--- config.mk ---
export PLATFORM = sky130hd
export DESIGN_NAME = m_blink_ctrl
export DESIGN_NICKNAME = d
export VERILOG_FILES = /design/src/rtl/m_blink_ctrl_pkg.sv /design/src/rtl/m_blink_ch.sv /design/src/rtl/m_blink_ctrl.sv
export SDC_FILE = /design/constraint.sdc
export NUM_CORES = 1
export LEC_CHECK = 0
export CAP_MARGIN = 20
export CORE_MARGIN = 5
export CORE_UTILIZATION = 58
export DETAILED_ROUTE_END_ITERATION = 10
export PLACE_DENSITY = 0.77
export SYNTH_ARGS = -nofsm -noshare
export SYNTH_HDL_FRONTEND = slang
export SYNTH_SLANG_ARGS = --single-unit
--- constraint.sdc ---
create_clock -name w_clk -period 4.6 [get_ports w_clk]
set_input_delay 0.46 -clock w_clk [delete_from_list [all_inputs] [get_ports w_clk]]
set_output_delay 0.46 -clock w_clk [all_outputs]
set_load 0.01 [all_outputs]
--- src/rtl/m_blink_ctrl_pkg.sv ---
// Shared constants for the LED blink controller: mode encodings and channel index width.
package m_blink_ctrl_pkg;

    typedef enum logic [1:0] {
        ModeOff   = 2'd0,
        ModeOn    = 2'd1,
        ModeBlink = 2'd2,
        ModePwm   = 2'd3
    } mode_e;

    localparam int unsigned ChIdxW = 4;

endpackage

--- src/rtl/m_blink_ch.sv ---
// One LED channel: config registers, blink counter/phase and the registered LED drive.
module m_blink_ch
    import m_blink_ctrl_pkg::*;
#(
    parameter int unsigned CNT_W = 32,
    parameter int unsigned PWM_W = 8
) (
    input  logic             i_clk,
    input  logic             i_rst,
    input  logic             i_we,
    input  logic [1:0]       i_mode,
    input  logic [CNT_W-1:0] i_half,
    input  logic [PWM_W-1:0] i_duty,
    input  logic             i_tick,
    input  logic [PWM_W-1:0] i_pwm_cnt,
    output logic             o_led
);

    localparam logic [CNT_W-1:0] CntOne = CNT_W'(1);

    mode_e            r_mode;
    logic [CNT_W-1:0] r_half;
    logic [PWM_W-1:0] r_duty;
    logic [CNT_W-1:0] r_cnt;
    logic             r_phase;
    logic             r_led;

    logic [CNT_W-1:0] w_half_sat;
    logic             w_wrap;
    logic             w_led_d;

    assign w_half_sat = (i_half == '0) ? CntOne : i_half;
    assign w_wrap     = (r_cnt == (r_half - CntOne));

    // A write wins over a coincident tick: the tick is simply not consumed.
    always_ff @(posedge i_clk) begin
        if (i_rst) begin
            r_mode  <= ModeOff;
            r_half  <= CntOne;
            r_duty  <= '0;
            r_cnt   <= '0;
            r_phase <= 1'b0;
        end else if (i_we) begin
            r_mode  <= mode_e'(i_mode);
            r_half  <= w_half_sat;
            r_duty  <= i_duty;
            r_cnt   <= '0;
            r_phase <= 1'b0;
        end else if (r_mode == ModeBlink) begin
            if (i_tick) begin
                if (w_wrap) begin
                    r_cnt   <= '0;
                    r_phase <= ~r_phase;
                end else begin
                    r_cnt <= r_cnt + CntOne;
                end
            end
        end else begin
            r_cnt   <= '0;
            r_phase <= 1'b0;
        end
    end

    always_comb begin
        w_led_d = 1'b0;
        unique case (r_mode)
            ModeOff:   w_led_d = 1'b0;
            ModeOn:    w_led_d = 1'b1;
            ModeBlink: w_led_d = r_phase;
            ModePwm:   w_led_d = (i_pwm_cnt < r_duty);
        endcase
    end

    always_ff @(posedge i_clk) begin
        if (i_rst) begin
            r_led <= 1'b0;
        end else begin
            r_led <= w_led_d;
        end
    end

    assign o_led = r_led;

endmodule

--- src/rtl/m_blink_ctrl.sv ---
// Multi-channel LED controller: shared prescaler and PWM counter feeding NCH channel slices.
module m_blink_ctrl
    import m_blink_ctrl_pkg::*;
#(
    parameter int unsigned NCH   = 4,
    parameter int unsigned DIV   = 100000000,
    parameter int unsigned CNT_W = 32,
    parameter int unsigned PWM_W = 8
) (
    input  logic              w_clk,
    input  logic              w_rst,
    input  logic              w_we,
    input  logic [ChIdxW-1:0] w_ch,
    input  logic [1:0]        w_mode,
    input  logic [CNT_W-1:0]  w_half,
    input  logic [PWM_W-1:0]  w_duty,
    output logic [NCH-1:0]    w_led,
    output logic              w_tick
);

    localparam logic [CNT_W-1:0] PreLast = CNT_W'(DIV - 1);
    localparam logic [CNT_W-1:0] PreOne  = CNT_W'(1);
    localparam logic [PWM_W-1:0] PwmOne  = PWM_W'(1);

    logic [CNT_W-1:0] r_pre;
    logic [PWM_W-1:0] r_pwm;
    logic             r_tick;
    logic             w_pre_last;

    assign w_pre_last = (r_pre == PreLast);

    always_ff @(posedge w_clk) begin
        if (w_rst) begin
            r_pre  <= '0;
            r_pwm  <= '0;
            r_tick <= 1'b0;
        end else begin
            r_pre  <= w_pre_last ? '0 : (r_pre + PreOne);
            r_pwm  <= r_pwm + PwmOne;
            r_tick <= w_pre_last;
        end
    end

    assign w_tick = r_tick;

    // Out-of-range channel indices match no slice, so those writes are dropped.
    for (genvar g = 0; g < NCH; g++) begin : g_ch
        logic w_sel;
        assign w_sel = w_we && (w_ch == ChIdxW'(g));

        m_blink_ch #(
            .CNT_W (CNT_W),
            .PWM_W (PWM_W)
        ) u_ch (
            .i_clk     (w_clk),
            .i_rst     (w_rst),
            .i_we      (w_sel),
            .i_mode    (w_mode),
            .i_half    (w_half),
            .i_duty    (w_duty),
            .i_tick    (r_tick),
            .i_pwm_cnt (r_pwm),
            .o_led     (w_led[g])
        );
    end

endmodule

# == Word-level counts from Yosys, hierarchy flattened ==
# Index checks and enable logic that the tools add are counted.
# op_classes
add_sub_neg,10
order_cmp,4
n_eq_ne,20
mux,9
bitwise,8
n_reduce_logical,19
# ops
op,count
"32-bit by 1-bit adder with 32-bit output, second input constant",5
32-bit 2-to-1 mux,5
32-bit == test,4
"32-bit by 1-bit subtractor with 32-bit output, second input constant",4
"32-bit by 27-bit == test with 1-bit output, second input constant",1
32-bit logical NOT,1
8-bit less-than comparator,4
"2-bit == test, second input constant",8
1-bit one-hot mux with 4 select lines,4
3-bit OR reduction,4
"8-bit by 1-bit adder with 8-bit output, second input constant",1
"2-bit by 1-bit == test with 1-bit output, second input constant",4
"4-bit by 2-bit == test with 1-bit output, second input constant",2
2-bit logical NOT,4
1-bit inverter,8
2-bit AND reduction,4
"4-bit by 1-bit == test with 1-bit output, second input constant",1
1-bit logical AND,4
4-bit logical NOT,1
2-bit OR reduction,1
# totals
regBits,345
inputBits,49
output_inout_bits,5
wordCells,97

# == Longest topological paths before layout ==
# depth
depth_word,3
ltp_mapped,13

# == Hierarchy ==
# Synthesis repeated with hierarchy kept, for this count alone.
# hier_totals
hier_cells,2369
hier_area_um2,20024.2
# by_module_without_submodules
module,instances,cells_each,area_per_inst_um2
m_blink_ch,4,536,4528.1
m_blink_ctrl,1,225,1911.8

# == Least setup slack after synthesis ==
# No wires, ideal clock.
# synth_timing
kind,flip-flop to flip-flop
startpoint,register g_ch[0].u_ch.r_half[0]
endpoint,register g_ch[0].u_ch.r_cnt[0]
arrival_time_ps,3113
setup_slack_ps,1372
path_stages_with_launch,14
path_buffers,2
period_less_slack_ps,3228
path_cell_list,dfxtp_1 inv_1 ha_1 or4b_2 clkbuf_1 nor3_1 nand3_1 or4_1 a22o_1 nor4_1 nand4_1 nand2b_1 buf_4 nor2_1
# synth_via
elab_chain_cells,3
# synth_rtl
item,line_no,source
"start, declared",m_blink_ch.sv:22,logic [CNT_W-1:0] r_half;
"start signal, assigned",m_blink_ch.sv:39,r_half <= CntOne;
"start signal, assigned",m_blink_ch.sv:45,r_half <= w_half_sat;
32-bit by 1-bit subtractor with 32-bit output,m_blink_ch.sv:33,assign w_wrap = (r_cnt == (r_half - CntOne));
32-bit == test,m_blink_ch.sv:33,
32-bit 2-to-1 mux,m_blink_ch.sv:51,if (w_wrap) begin
"end signal, assigned",m_blink_ch.sv:55,r_cnt <= r_cnt + CntOne;
"end, declared",m_blink_ch.sv:24,logic [CNT_W-1:0] r_cnt;
# No other way between the ends.
# A chain may end at the register's enable or synchronous reset.

# == Final worst setup path ==
# layout_timing
startpoint,register g_ch[0].u_ch.r_half[0]
endpoint,register g_ch[0].u_ch.r_cnt[4]
# The elaborated chain is that of the path after synthesis.

==> metrics <==
worst hold path startpoint=w_rst; hold_buf cts=0; die area=between 30000 and 40000 µm²; CP max stage delay=700 ps; CTS resizes=0; Clk pwr share=0.474; critical path endpoint category=register; internal power=5.07 mW; min-delay worst type=input port to register; power per cell area=325 nW/µm²; nets@finish=approximately 2400; fin area=20200 µm²; maximum clock path buffer count=3; Setup Viol. Count Final=0; CP startpoint kind=register; placer congestion estimate=0.949; CTS clk-pin slew, worst paths=60 ps; Starting Density=0.583; Reg power frac=0.462; TritonCTS clock tree=done; total chip power=between 6 and 7 mW; largest net degree at the start of global routing=97; Net Sw Frac=0.230; maxcap violations=0; Avg Vias per Cell=between 5 and 6; top cells by area, synth=dfxtp_1, nand2_1, xor2_1; Pleak=6.94 nW; EDFF count, synth=0; Synth cell types=66; slowest CP cell=or4b_2; via count of the routed design=16128; max-slew violation count=0; CP top delay family=simple AND/OR/NAND/NOR gates; max frequency=0.266 GHz; Post-Syn Area per Cell=7.78 µm²; drc violations=0; global-route wire length before repair=79700 µm; initial DRC count=1362; Yosys top cell area share=0.378; WHS Path Cells=4; clk_lat worst skew=520 ps; initial antenna violation count=1; fraction of layout cells with a size suffix above 1=0.0405; CP Cell Sequence=inv_1 > ha_1 > or4b_2 > nor3_1 > nand3_1 > or4_1 > a22o_1 > nor4_1 > nand4_1 > nand2b_1 > buf_4 > nor2_1; Seq/Total Area, Yosys=0.378; WP data arrival=4160 ps; CTS Buf Count=39; Worst Setup Path Type=register to register; Routed Antenna Nets=0; FF-to-FF End=g_ch[0].u_ch.r_cnt[4]; final hold violations=0; status=finished, final reports clean; top_reg_cell synth=dfxtp_1; Worst slew margin=0.302; Clock Skews=~8.6 ps; routed wire length=about 49000 µm; Synthesized Nets=between 2000 and 2500; DP Area=18900 µm²; num ports=54; vias in the first global route=15588; switching power=1.51 mW; Reg2Reg Depth=12; setup tns final=0 ps; Wirelength per Cell=17.8 µm; drt pass-1 iters=5; Slew @ Worst Pin=approximately 1000 ps; flops & latches, synth=345; CTS sink count=345; port bufs=53; cell taking the most area after synthesis=dfxtp_1; reg-to-reg slack, setup=840 ps; Synth Warn #=0; row cnt=65; end of the worst hold path=g_ch[0].u_ch.r_cnt[1]; peak supply drop=around 0.26 mV; worst flop-to-flop path startpoint=g_ch[0].u_ch.r_half[0]; hpwl dp=between 30000 and 40000 µm; worst endpoint required time=5000 ps; most common cell in the netlist=nand2_1; post-layout min period=3760 ps; htree depth=2; core area=31300 µm²; root buf cell=clkbuf_16; Post-Syn Instances=2345; Tot GR Track Use=0.272; Async SR Flop Fraction=0; number of diodes=0; Gate power share=0.063; RSZ-0062 raised after global routing=false; Max FO, Critical Path=31; buffer and inverter count on the worst path=2; synth cell count leaders=nand2_1, dfxtp_1, nor2_1; grt ovf=0; post-CTS setup buffers=0; Die W=187 µm; synthesized cell area=18200 µm²; synthesis-to-finish area growth=10.8%; final period utilization=0.816; Die Ht=187 µm
[registers in the layout (all words and copies together) (netlist names)]
signal             cells
g_ch.u_ch.o_led        4
g_ch.u_ch.r_cnt      128
g_ch.u_ch.r_duty      32
g_ch.u_ch.r_half     128
g_ch.u_ch.r_mode       8
g_ch.u_ch.r_phase      4
r_pre                 32
r_pwm                  8
w_tick                 1
[per-layer routing]
layer | up-vias | global-route usage | wire, µm
met3 | 119 | 0.0454 | 2800
met4 | 2 | 0.107 | 1950
met5 | - | 0 | 13
met1 | 7589 | 0.341 | 20800
met2 | 447 | 0.470 | 23700
li1 | 7971 | - | -
[worst register-to-register path: stages, from the launching register on]
cell and delay, ps:
dfxtp_1 360, inv_1 80, ha_1 210, or4b_2 700, nor3_1 210, nand3_1 200, or4_1 560, a22o_1 210
nor4_1 380, nand4_1 210, nand2b_1 110, buf_4 310, nor2_1 100
[metrics by stage]
stage / setup slack, ps / utilization / std cells / hold slack, ps
final: 844 / 0.646 / 2770 / 352
after global routing: 548 / 0.646 / 2770 / 361
after CTS: 877 / 0.645 / 2769 / 344
after detailed placement: 895 / 0.604 / 2701 / 447
after global placement: 1020 / 0.604 / 2701 / 442
after floorplan: 1370 / - / 2345 / 430
[area by class of cell]
class	count	area (µm²)
tap	402	503
clock inverter	12	148
timing repair buffer	68	652
multi-input combinational	1836	10700
sequential	345	6910
inverter	51	191
fill	2740	11100
clock buffer	56	1140
[logic make-up (layout without fill, tap and decap cells)]
family / Yosys count / in the layout / share of synthesized area
xor gates and xnor gates: 325 / 325 / 0.156
muxes: 11 / 11 / 0.00617
and+or+nand+nor: 1137 / 1137 / 0.292
AOI/OAI and AO/OA: 325 / 325 / 0.104
adders and majority gates: 38 / 38 / 0.0261
DFF: 345 / 345 / 0.378
buffers and inverters: 164 / 187 / 0.0372
[cell usage in the layout (no fill, tap or decap), types with 27 or more instances in the layout]
| cell type | count |
|---|---|
| a21oi_1 | 195 |
| and3_1 | 43 |
| clkbuf_16 | 41 |
| clkdlybuf4s50_1 | 52 |
| dfxtp_1 | 345 |
| ha_1 | 38 |
| inv_1 | 50 |
| nand2_1 | 441 |
| nand3_1 | 89 |
| nand4_1 | 41 |
| nor2_1 | 249 |
| nor3_1 | 65 |
| nor4_1 | 55 |
| o21ai_0 | 27 |
| xnor2_1 | 156 |
| xor2_1 | 169 |
[how the worst max path moves through the flow]
stage	startpoint	end	slack [ps]	cells after the start
5_1_grt	g_ch[0].u_ch.r_half[0]	g_ch[0].u_ch.r_cnt[4]	550	12
2_1_floorplan	g_ch[0].u_ch.r_half[0]	g_ch[0].u_ch.r_cnt[0]	1370	13
6_report	g_ch[0].u_ch.r_half[0]	g_ch[0].u_ch.r_cnt[4]	840	12
4_1_cts	g_ch[0].u_ch.r_half[0]	g_ch[0].u_ch.r_cnt[8]	880	12
3_5_place_dp	g_ch[0].u_ch.r_half[0]	g_ch[0].u_ch.r_cnt[24]	890	12
3_3_place_gp	g_ch[1].u_ch.r_half[6]	g_ch[1].u_ch.r_cnt[8]	1020	9
[power groups by stage]
stage / Sequential (mW) / Combinational, mW / Clock, mW
floorplan: 3.10 / 0.254 / 0
global placement: 3.11 / 0.400 / 0
detailed placement: 3.11 / 0.404 / 0
CTS: 3.04 / 0.408 / 3.18
global route: 3.05 / 0.453 / 3.32
finish: 3.04 / 0.416 / 3.12
(Power assumes the default switching activity.)
==> edit, RTL diff (same settings) <==
`CNT_W` is set to 32 in 2 places; all go to 24.
--- a/src/rtl/m_blink_ch.sv
+++ b/src/rtl/m_blink_ch.sv
@@ -2,7 +2,7 @@
 module m_blink_ch
     import m_blink_ctrl_pkg::*;
 #(
-    parameter int unsigned CNT_W = 32,
+    parameter int unsigned CNT_W = 24,
     parameter int unsigned PWM_W = 8
 ) (
     input  logic             i_clk,
--- a/src/rtl/m_blink_ctrl.sv
+++ b/src/rtl/m_blink_ctrl.sv
@@ -4,7 +4,7 @@
 #(
     parameter int unsigned NCH   = 4,
     parameter int unsigned DIV   = 100000000,
-    parameter int unsigned CNT_W = 32,
+    parameter int unsigned CNT_W = 24,
     parameter int unsigned PWM_W = 8
 ) (
     input  logic              w_clk,
Ports: changed (resized w_half); port bits go from 54 to 46. The function was not compared with the original's and may differ.
==> edit against the unedited design <==
Design area is 19% lower. Worst setup slack better by 0.21 ns. Largest power group unchanged. Synthesized area is 19% lower. Sequential cell count is 72 lower. Largest cell class unchanged. Clock power is 21% lower. Routed wire length is 23% lower. Total power is 21% lower.
==> edit: results (changes against the unedited design) <==
| Metric | Value |
|---|---|
| Status | complete, no violations |
| Diodes inserted | 0 (unchanged) |
| Vias per std cell | 5.872 (+0.86%) |
| GRT Total Usage | 26.05% (-1.2 points) |
| Post-Route WL | 37,730 um (-23%) |
| Routing usage on met1 | 36.03% (+1.9 points) |
| Gpl congestion | 0.8988 (-5.3%) |
| Htree depth | 1 (-1) |
| Critical path fanouts, max | 23 (-26%) |
| Clk pin slew, worst setup/hold paths | 0.06 ns (about the same) |
| Drt first pass iters | 7 (+2) |
| Synth unique cells | 76 (+15%) |
| Synth top cells by count | 348 x nand2_1, 273 x dfxtp_1, 177 x nor2_1, 161 x a21oi_1, 118 x xnor2_1 |
| DP Wirelength | 27,070 um (-23%) |
| Skew final | 0.01390 ns (+0.005281 ns) |
| First DRT Iteration DRCs | 1,205 (-12%) |
| CP delay by family, top | compound AO/OA/AOI/OAI gates |
| Yosys warning count | 0 (unchanged) |
| Peak per-stage delay on the critical path | 0.73 ns (+0.03 ns) |
| Routed wl met2 | 17,050 um (-28%) |
| Share of cells above drive strength 1 | 5.039% (+0.99 points) |
| First-pass GRT wire length | 62,390 um (-22%) |
| Synth top area cells | dfxtp_1 37%, nand2_1 8.8%, xnor2_1 7.0% |
| Met3 Resource Use GR | 3.331% (-1.2 points) |
| Hold Crit Class | input port to register |
| Post-CTS setup buffers | 0 (unchanged) |
| Vias in the first global route | 12,380 (-21%) |
| Metal3 WL | 2119 um (-24%) |
| Hold-critical path depth | 2 (-2) |
| Root buf cell | clkbuf_16 |
| Reg2reg path depth | 8 (-4) |
| Critical path origin | g_ch[0].u_ch.r_half[6] |
| Worst EP arrival | 3.94 ns (-0.22 ns) |
| Max Used Layer | met4 |
| Post-cts resize count | 0 (unchanged) |
| Hold endpoint | r_pwm[7] |
| Sequential area share after synthesis | 36.97% (-0.88 points) |
| PortBufs | 45 (-15%) |
| Max_slew headroom | 38.32% (+8.1 points) |
| Syn nets | 1,965 (-19%) |
| Switching Fraction | 22.91% (-0.081 points) |
| Total CTS buffers | 29 (-26%) |
| Met2 Usage GRT | 41.36% (-5.6 points) |
| Worst VDD drop | 309.6 uV (+20%) |
| Reg-to-reg slack, setup | 1.06 ns (+0.21 ns) |
| Largest net degree at the start of global routing | 68 (-30%) |
| End point of the critical path | g_ch[0].u_ch.r_cnt[13] |
| Biggest regs | g_ch.u_ch.r_cnt x96, g_ch.u_ch.r_half x96, g_ch.u_ch.r_duty x32 |
| # fillers | 2,201 (-20%) |
| Leakage | 5.633 nW (-19%) |
| Placed Area | 15,390 um2 (-19%) |
| Skew-Pair Late Insertion Delay | 0.56 ns (+0.04 ns) |
| Most common flop cell mapped by yosys | dfxtp_1 |
| Slowest-stage cell, CP | o21ai_2 |
| Routed met1 length | 16,930 um (-18%) |
| Initial antenna violation count | 0 (-1) |
-- edit: cell count changes after synthesis, sizes merged, moves of 18 or more --
cell	unedited run	this run
nand2	441	348
nor2	250	177
xor2	169	115
a21oi	195	161
dfxtp	345	273
clkbuf	96	76
xnor2	156	118
nand3	89	71
-- edit: cell families after synthesis --
logic type	share of synthesized area [%]
AO/OA/AOI/OAI	12.11
XOR/XNOR	13.80
adder cells (fa/ha/maj)	3.216
buffers and inverters	4.232
flip-flops	36.97
multiplexers	0.4232
AND/OR/NAND/NOR	29.24
-- edit: layout make-up --
class,count,area [um2],share of cell area [%]
multi-input cells,1459,8697,53.04
flip-flops and latches,273,5465,33.33
clock buffers,38,799.5,4.876
repair buffers,61,591.8,3.609
well taps,330,412.9,2.518
inverters,59,221.5,1.351
clock inverters,15,210.2,1.282
-- edit: power groups by stage --
stage	clock (mW)	sequential, mW	combinational, mW
floorplan	0	2.45	0.212
global placement	0	2.46	0.325
detailed placement	0	2.46	0.333
global route	2.62	2.41	0.368
finish	2.47	2.41	0.338
CTS	2.52	2.41	0.335
-- edit: through the flow --
| step | total power, mW | hold WS [ns] | worst slack [ns] | std cells | util, % |
|---|---|---|---|---|---|
| floorplan | 2.666 | 0.4176 | 1.751 | 1886 | - |
| detailed placement | 2.796 | 0.4412 | 1.087 | 2182 | 61.29 |
| global route | 5.402 | 0.4373 | 0.7774 | 2235 | 65.31 |
| global placement | 2.788 | 0.4256 | 1.125 | 2180 | 61.13 |
| finish | 5.223 | 0.4317 | 1.056 | 2235 | 65.31 |
| CTS | 5.262 | 0.4108 | 1.041 | 2235 | 65.31 |
